File: src/rtl/imap_biu.sv
// Input-map bus interface: fetches cfg_len words from cfg_base_addr over a credit-limited read port
// and streams them downstream through a FWFT FIFO. Define IMAP_BIU_ADDR_CHK_EN to add response-address checking.
module imap_biu #(
  parameter int FIFO_DEPTH = 8
) (
  input  logic        clk,
  input  logic        rst,
  input  logic        cfg_start,
  input  logic [31:0] cfg_base_addr,
  input  logic [15:0] cfg_len,
  output logic        busy,
  output logic        done,
  output logic        addr_err,
  output logic [31:0] imap_biu2arb_addr,
  output logic        imap_biu2arb_vld,
  input  logic        imap_biu2arb_rdy,
  input  logic [31:0] arb2imap_biu_addr,
  input  logic [31:0] arb2imap_biu_data,
  input  logic        arb2imap_biu_vld,
  output logic        arb2imap_biu_rdy,
  output logic [31:0] imap_data,
  output logic        imap_vld,
  input  logic        imap_rdy
);
  localparam int AW  = $clog2(FIFO_DEPTH);
  localparam int AW1 = AW + 1;
  localparam int AW2 = AW + 2;
  localparam logic [AW:0]   DEPTH_C = AW1'(FIFO_DEPTH);
  localparam logic [AW+1:0] DEPTH_W = AW2'(FIFO_DEPTH);

  typedef enum logic [1:0] {IDLE, REQ, DRAIN} state_e;

  state_e        state_q, state_d;
  logic [31:0]   req_addr_q, req_addr_d;
  logic          req_vld_q, req_vld_d;
  logic [15:0]   len_q, len_d;
  logic [15:0]   req_cnt_q, req_cnt_d;
  logic [15:0]   dlv_cnt_q, dlv_cnt_d;
  logic [AW:0]   outst_q, outst_d;
  logic [AW:0]   cnt_q, cnt_d;
  logic [AW-1:0] wr_ptr_q, wr_ptr_d;
  logic [AW-1:0] rd_ptr_q, rd_ptr_d;
  logic          zero_done_q, zero_done_d;
  logic [31:0]   mem_q [FIFO_DEPTH];

  logic          req_hs, push, pop, fifo_empty, fifo_full, fin, accept;
  logic [AW+1:0] credit_nxt;

  assign fifo_empty = (cnt_q == '0);
  assign fifo_full  = (cnt_q == DEPTH_C);
  assign req_hs     = req_vld_q && imap_biu2arb_rdy;
  assign push       = arb2imap_biu_vld && !fifo_full;
  assign pop        = !fifo_empty && imap_rdy;
  assign fin        = (state_q == DRAIN) && (dlv_cnt_q == len_q);
  assign accept     = cfg_start && !busy;

  assign busy              = (state_q == REQ) || ((state_q == DRAIN) && !fin);
  assign done              = zero_done_q || fin;
  assign imap_biu2arb_addr = req_addr_q;
  assign imap_biu2arb_vld  = req_vld_q;
  assign arb2imap_biu_rdy  = !fifo_full;
  assign imap_vld          = !fifo_empty;
  assign imap_data         = fifo_empty ? '0 : mem_q[rd_ptr_q];

  always_comb begin
    state_d     = state_q;
    len_d       = len_q;
    zero_done_d = 1'b0;
    req_cnt_d   = req_cnt_q + 16'(req_hs);
    dlv_cnt_d   = dlv_cnt_q + 16'(pop);
    req_addr_d  = req_hs ? req_addr_q + 32'd4 : req_addr_q;
    outst_d     = outst_q + AW1'(req_hs) - AW1'(push);
    cnt_d       = cnt_q + AW1'(push) - AW1'(pop);
    wr_ptr_d    = wr_ptr_q + AW'(push);
    rd_ptr_d    = rd_ptr_q + AW'(pop);

    case (state_q)
      REQ:     if (req_hs && (req_cnt_d == len_q)) state_d = DRAIN;
      DRAIN:   if (fin) state_d = IDLE;
      default: ;
    endcase

    if (accept) begin
      if (cfg_len == 16'd0) begin
        zero_done_d = 1'b1;
        state_d     = IDLE;
      end else begin
        state_d    = REQ;
        len_d      = cfg_len;
        req_cnt_d  = '0;
        dlv_cnt_d  = '0;
        outst_d    = '0;
        req_addr_d = cfg_base_addr;
      end
    end

    // Requests in flight plus buffered words may never exceed the FIFO, so the response side never stalls on overflow.
    credit_nxt = AW2'(outst_q) + AW2'(cnt_q) + AW2'(req_hs) - AW2'(pop);
    req_vld_d  = (req_vld_q && !imap_biu2arb_rdy) ||
                 ((state_q == REQ) && (req_cnt_d < len_q) && (credit_nxt < DEPTH_W));
  end

  always_ff @(posedge clk or posedge rst) begin
    if (rst) begin
      state_q     <= IDLE;
      req_addr_q  <= '0;
      req_vld_q   <= 1'b0;
      len_q       <= '0;
      req_cnt_q   <= '0;
      dlv_cnt_q   <= '0;
      outst_q     <= '0;
      cnt_q       <= '0;
      wr_ptr_q    <= '0;
      rd_ptr_q    <= '0;
      zero_done_q <= 1'b0;
    end else begin
      state_q     <= state_d;
      req_addr_q  <= req_addr_d;
      req_vld_q   <= req_vld_d;
      len_q       <= len_d;
      req_cnt_q   <= req_cnt_d;
      dlv_cnt_q   <= dlv_cnt_d;
      outst_q     <= outst_d;
      cnt_q       <= cnt_d;
      wr_ptr_q    <= wr_ptr_d;
      rd_ptr_q    <= rd_ptr_d;
      zero_done_q <= zero_done_d;
    end
  end

  always_ff @(posedge clk) begin
    if (push) mem_q[wr_ptr_q] <= arb2imap_biu_data;
  end

`ifdef IMAP_BIU_ADDR_CHK_EN
  logic [31:0] exp_addr_q, exp_addr_d;
  logic        addr_err_q, addr_err_d;

  always_comb begin
    exp_addr_d = push ? exp_addr_q + 32'd4 : exp_addr_q;
    addr_err_d = addr_err_q;
    if (push && (arb2imap_biu_addr != exp_addr_q)) addr_err_d = 1'b1;
    if (accept) begin
      exp_addr_d = cfg_base_addr;
      addr_err_d = 1'b0;
    end
  end

  always_ff @(posedge clk or posedge rst) begin
    if (rst) begin
      exp_addr_q <= '0;
      addr_err_q <= 1'b0;
    end else begin
      exp_addr_q <= exp_addr_d;
      addr_err_q <= addr_err_d;
    end
  end

  assign addr_err = addr_err_q;
`else
  logic unused_rsp_addr;
  assign unused_rsp_addr = ^arb2imap_biu_addr;
  assign addr_err        = 1'b0;
`endif

endmodule

File: config.mk
export PLATFORM = sky130hd
export DESIGN_NAME = imap_biu
export DESIGN_NICKNAME = d
export VERILOG_FILES = /design/src/rtl/imap_biu.sv
export SDC_FILE = /design/constraint.sdc
export NUM_CORES = 1
export LEC_CHECK = 0
export CAP_MARGIN = 40
export CORE_ASPECT_RATIO = 0.6
export CORE_MARGIN = 3
export CORE_UTILIZATION = 47
export CTS_BUF_LIST = sky130_fd_sc_hd__clkbuf_4 sky130_fd_sc_hd__clkbuf_8
export DETAILED_ROUTE_END_ITERATION = 16
export PLACE_DENSITY_LB_ADDON = 0.08
export SYNTH_ARGS = -nofsm -noshare
export SYNTH_HDL_FRONTEND = slang
export SYNTH_SLANG_ARGS = --single-unit
File: constraint.sdc
create_clock -name clk -period 7.5 [get_ports clk]
set_clock_uncertainty 0.15 [all_clocks]
set_input_delay 1.875 -clock clk [delete_from_list [all_inputs] [get_ports clk]]
set_output_delay 1.875 -clock clk [all_outputs]
set_load 0.02 [all_outputs]
==> results_dict.tcl, run 1 <==
set metrics [dict create \
    crit_top_cell "ha_1" \
    die_h_um 147 \
    yosys-top-cells-count "edfxtp_1, nor2_1, dfrtp_1, mux4_2, xnor2_1" \
    topRoutingLayerUsed "met5" \
    dpl_cell_area_sq_um 17800 \
    grt_pass1_wl_mm 55.2 \
    pre_cts_slack_ps 1660 \
    yosysUniqueCellTypes 58 \
    drc 0 \
    path_max_fanout 5 \
    ys_seq_area_share_pct 65.0 \
    h-tree-depth 2 \
    crit_path_max_incr_delay_ps 500 \
    place.port_buffers 154 \
    path_clk_slew_ps 60 \
    antenna_found_initial 2 \
    maxCapViolations 0 \
    p_leak_nw 7.01 \
    rsz0062_at_grt "false" \
    yosys_warnings 0 \
    synth-edff-count 256 \
    period_needed_ps 5300 \
    crit_chain "clkdlybuf4s50_1 > nand2_1 > inv_1 > ha_1 > ha_1 > and3_2 > nand4_1 > xor2_1 > nor2_1 > ha_1 > a21o_1 > a21oi_1 > o22ai_1 > a211oi_1 > o21ai_0 > a31oi_1" \
    vias_per_cell 5.32 \
    final_area_sq_um 18800 \
    slowest_stage "clkdlybuf4s50_1" \
    ant_nets 0 \
    hpwl_mm 22.4 \
    grt_pass1_vias 9199 \
    fin_ws_ps 2200 \
    grt_overflow 0 \
    critPathArrivalTime_ps 5640 \
    finalHoldViolations 0 \
    cts_tree "done" \
    grt_usage_pct 20.5 \
    endpoint_kind "register" \
    hp-class "register to register" \
    routed_wl_mm 35.4 \
    setup_viol 0 \
    grt_max_degree 85 \
    tightest_slew_ps 911 \
    vdd_drop_max_v 0.000166 \
    max-slew-margin-rel_pct 39.2 \
    first_pass_iters 4 \
    fmax_mhz 189 \
    routedWlPerCell_um 20.9 \
    syn_inst 1025 \
    holdBufCountCts 0 \
    rows 51 \
    synth_top_area_share_pct 49.2 \
    synth_largest_area_cell "edfxtp_1" \
    cts_resized 0 \
    layout.nets 1372 \
    fin_crit_sh_pct 70.7 \
    drtIter0Drc 604 \
    numCtsBuffers 53 \
    syn_nets 1187 \
    areaGrowthSynthToFinish_pct 20.6 \
    die_x_um 241 \
    path_class "input pin to register" \
    cts_setup_buffers 0 \
    ys_ff_latch 354 \
    cts.sinks 354 \
    core-area_sq_um 32600 \
    diodes 0 \
    met2_length_mm 15.2 \
    io_pins 188 \
    cts-root-buf "clkbuf_8" \
    cp-start-kind "input pin" \
    yosysMostFrequentCell "edfxtp_1" \
    cp.required_ps 7840 \
    synth_ff_type "edfxtp_1" \
    p_per_area_nw_per_um2 374 \
    async_reset_ff_share_pct 27.7 \
    worstSkewPairLatency_ps 590 \
    die_area_sq_um 35500 \
    fin_tns_setup_ps 0 \
    wirelength_met1_mm 17.8 \
    drive_above_1_share_pct 17.4 \
    syn_area_per_cell_sq_um 15.2 \
    synth_area_sq_um 15600 \
    gp_congestion 0.800 \
    start_util_pct 47.9 \
    report.final.slew_viol_count 0 \
    vias 9049 \
    outcome "finished, final reports clean" \
    clock_path_buffers 3 \
    synth.area.top_cells "edfxtp_1, dfrtp_1, mux4_2, ha_1, xnor2_1" \
    met3_length_mm 1.83 \
]
[per-layer routing]
layer  vias to the layer above  global-route usage, %
met2                       223                   28.6
li1                       4187                      -
met4                         4                   4.89
met1                      4578                   32.6
met5                         -                      0
met3                        57                   4.56
[sequential cells by signal, summed over array words and instances, names as in the netlist]
signal             flops
rd_ptr_q               3
wr_ptr_q               3
dlv_cnt_q             16
req_cnt_q             16
state_q                2
outst_q                4
mem_q                256
imap_biu2arb_vld       1
zero_done_q            1
cnt_q                  4
imap_biu2arb_addr     32
len_q                 16
[report_power, final]
| group | internal (mW) | total, mW | switching, mW |
|---|---|---|---|
| Clock | 0.824 | 1.54 | 0.719 |
| Combinational | 1.31 | 2.67 | 1.36 |
| Sequential | 2.50 | 2.82 | 0.326 |
| Total | 4.64 | 7.04 | 2.40 |
[per-stage QoR]
| step | total power, mW | instances | util [%] | hold slack, ps |
|---|---|---|---|---|
| finish | 7.04 | 1700 | 57.8 | 359 |
| detailed placement | 5.57 | 1605 | 54.6 | 342 |
| global placement | 5.50 | 1602 | 54.3 | 338 |
| global route | 7.49 | 1700 | 57.8 | 384 |
| CTS | 7.16 | 1700 | 57.8 | 364 |
| floorplan | 4.48 | 1025 | - | 327 |
[cell usage in the layout, fill, tap and decap left out, drive strengths merged, types with 18 or more instances in the layout]
| master | synthesis | layout |
|---|---|---|
| edfxtp | 256 | 256 |
| clkdlybuf4s50 | 0 | 154 |
| nor2 | 117 | 117 |
| dfrtp | 98 | 98 |
| clkbuf | 20 | 82 |
| mux4 | 64 | 64 |
| xnor2 | 59 | 59 |
| inv | 49 | 50 |
| ha | 42 | 42 |
| a21oi | 40 | 40 |
| mux2i | 36 | 36 |
| xor2 | 33 | 33 |
| nand2 | 27 | 27 |
| nand3 | 25 | 25 |
| nand4 | 19 | 19 |
| buf | 23 | 19 |
| mux2 | 18 | 18 |
[worst max-delay path, delay by kind of cell]
family / cells / cell delay [ps]
and+or+nand+nor: 4 / 700
buffers and inverters: 2 / 660
xor gates and xnor gates: 1 / 260
AOI/OAI and AO/OA: 6 / 1130
adders and majority gates: 3 / 1000
[logic make-up after synthesis]
family | after synthesis | synth area share (%)
and+or+nand+nor | 253 | 8.10
adders and majority gates | 44 | 3.62
buffers and inverters | 92 | 2.45
muxes | 118 | 12.8
other | 1 | 0.0240
DFF | 354 | 65.0
AOI/OAI and AO/OA | 70 | 2.66
xor gates and xnor gates | 93 | 5.35
[final timing paths]
kind / from / cells past startpoint / slack (ps) / endpoint
setup / recovery: imap_biu2arb_rdy / 16 / 2200 / imap_biu2arb_vld
hold reg to reg: imap_biu2arb_addr[1] / 1 / 360 / imap_biu2arb_addr[1]
hold / removal: imap_biu2arb_addr[1] / 1 / 360 / imap_biu2arb_addr[1]
max in group asynchronous: rst / 3 / 4410 / rd_ptr_q[0]
min in group asynchronous: rst / 2 / 1570 / imap_biu2arb_addr[22]
setup reg to reg: len_q[15] / 15 / 2860 / imap_biu2arb_vld
[final cells by class]
cell class	instances	area, sq um
multi-input combinational	579	5160
timing repair buffer	173	1740
fill	2595	13800
clock buffer	82	972
tap	450	563
inverter	49	186
clock inverter	13	65.1
sequential	354	10100
Power figures use the tool's default switching activity.
==> run 2: changes to the inputs <==
==> constraint.sdc (replaced) <==
create_clock -name clk -period 4.71 [get_ports clk]
set_clock_uncertainty 0.15 [all_clocks]
set_input_delay 1.1775 -clock clk [delete_from_list [all_inputs] [get_ports clk]]
set_output_delay 1.1775 -clock clk [all_outputs]
set_load 0.02 [all_outputs]
==> run 2 against run 1 <==
Die area unchanged. Combinational power up 60%. Sequential power rose by 61%. Clock power rose by 64%. Setup slack worse by 1900 ps. Worst hold slack improved by 6.0 ps. Total power grew 61%.
==> results_dict.tcl, run 2 (synthesis results as in run 1) <==
set metrics [dict create \
    outcome "finished, final reports clean" \
    ant_nets 0 \
    start_util_pct 47.9 \
    r2r_slack_ps 930 \
    largest_reg_flops 256 \
    min_delay_path_depth 1 \
    critPathArrivalTime_ps 3130 \
    first_pass_iters 5 \
    crit_path_max_incr_delay_ps 790 \
    gp_congestion 0.840 \
    die_area_sq_um 35500 \
    min_to "imap_biu2arb_addr[1]" \
    top_register "mem_q" \
    holdBufCountCts 0 \
    vdd_drop_max_v 0.000290 \
    cts_resized 0 \
    min_from "imap_biu2arb_addr[1]" \
    numCtsBuffers 52 \
    path_max_fanout 27 \
    fill_cells 2586 \
    vias 9010 \
    cts-root-buf "clkbuf_8" \
    die_h_um 147 \
    hpwl_mm 22.8 \
    dp_cells 1623 \
    tightest_slew_ps 819 \
    die_x_um 241 \
    final_cell_mix "edfxtp_1, clkdlybuf4s50_1, nor2_1, dfrtp_1, mux4_2" \
    grt_pass1_vias 9086 \
    crit_chain "buf_4 > mux4_2 > mux2i_1 > nor2_1 > clkdlybuf4s50_1" \
    whs_ps 365 \
    cts_setup_buffers 0 \
    routedWlPerCell_um 20.9 \
    grt_usage_pct 20.7 \
    core-area_sq_um 32600 \
    maxCapViolations 0 \
    grt_pass1_wl_mm 55.4 \
    pre_cts_slack_ps 74.2 \
    p_leak_nw 7.11 \
    grt_overflow 0 \
    drc 0 \
    stdcell_count 1714 \
    fin_crit_sh_pct 94.6 \
    clock_path_buffers 3 \
    path_class "register to output pin" \
    fin_tns_setup_ps 0 \
    p_per_area_nw_per_um2 595 \
    rsz0062_at_grt "false" \
    period_needed_ps 4460 \
    areaGrowthSynthToFinish_pct 21.9 \
    report.final.slew_viol_count 0 \
    h-tree-depth 2 \
    rr_worst_depth 17 \
    drive_above_1_share_pct 18.4 \
    antenna_found_initial 1 \
    place.port_buffers 154 \
    cp-start-kind "register" \
    worstSkewPairLatency_ps 610 \
    r2r_start "len_q[2]" \
    setup_viol 0 \
    drtIter0Drc 645 \
    max-slew-margin-rel_pct 45.4 \
    slowest_stage "dfrtp_4" \
    cts.sinks 354 \
    mostFrequentLayoutCell "edfxtp_1" \
    endpoint_kind "output pin" \
    finalHoldViolations 0 \
    vias_per_cell 5.26 \
    fin_util_pct 58.3 \
    diodes 0 \
    cp.required_ps 3380 \
    fmax_mhz 224 \
    rows 51 \
    fin_ws_ps 255 \
    io_pins 188 \
    routed_wl_mm 35.8 \
    path_clk_slew_ps 70 \
    reg2reg_to "imap_biu2arb_vld" \
    hp-class "register to register" \
    layout.nets 1389 \
    cts_tree "done" \
    grt_max_degree 85 \
]
==> run 2: how the worst max path moves through the flow <==
stage,start,end,cells past startpoint,slack (ps)
final,rd_ptr_q[0],imap_data[22],5,250
after global routing,rd_ptr_q[0],imap_data[30],5,30
after CTS,rd_ptr_q[0],imap_data[22],5,130
after detailed placement,imap_biu2arb_rdy,imap_biu2arb_vld,16,70
after global placement,imap_biu2arb_rdy,imap_biu2arb_vld,16,110
after floorplan,arb2imap_biu_vld,mem_q[0][0],3,340
==> run 2: cell type report <==
class,instances,area (sq um),share of cell area (%)
Sequential cell,354,10100,53.3
Tap cell,450,563,2.96
Clock buffer,78,942,4.95
Clock inverter,13,110,0.579
Multi-Input combinational cell,579,5160,27.1
Inverter,49,186,0.980
Timing Repair Buffer,191,1910,10.1
==> run 2: routing by layer <==
metal,global-route usage (%),share of wire [%]
met1,34.4,52
met4,4.92,1.5
met3,3.70,5.0
met2,28.2,41
met5,0,0.036
==> run 2: worst max-delay path, delay by kind of cell (launching register included) <==
| kind | cells | cell delay [ps] |
|---|---|---|
| buffers and inverters | 2 | 930 |
| flip-flops | 1 | 790 |
| multiplexers | 2 | 690 |
| AND/OR/NAND/NOR | 1 | 110 |
==> run 2: power breakdown <==
part           internal [mW]  leakage (nW)  switching [mW]
Combinational           2.13          3.04            2.13
Clock                   1.34         0.563            1.17
Sequential              3.98          3.51           0.571
==> run 2: metrics by stage <==
stage,total power [mW],cell area (sq um)
4_1_cts,11.5,19000
5_1_grt,12.0,19000
6_report,11.3,19000
3_5_place_dp,8.92,18000
2_1_floorplan,7.13,15600
3_3_place_gp,8.86,17900
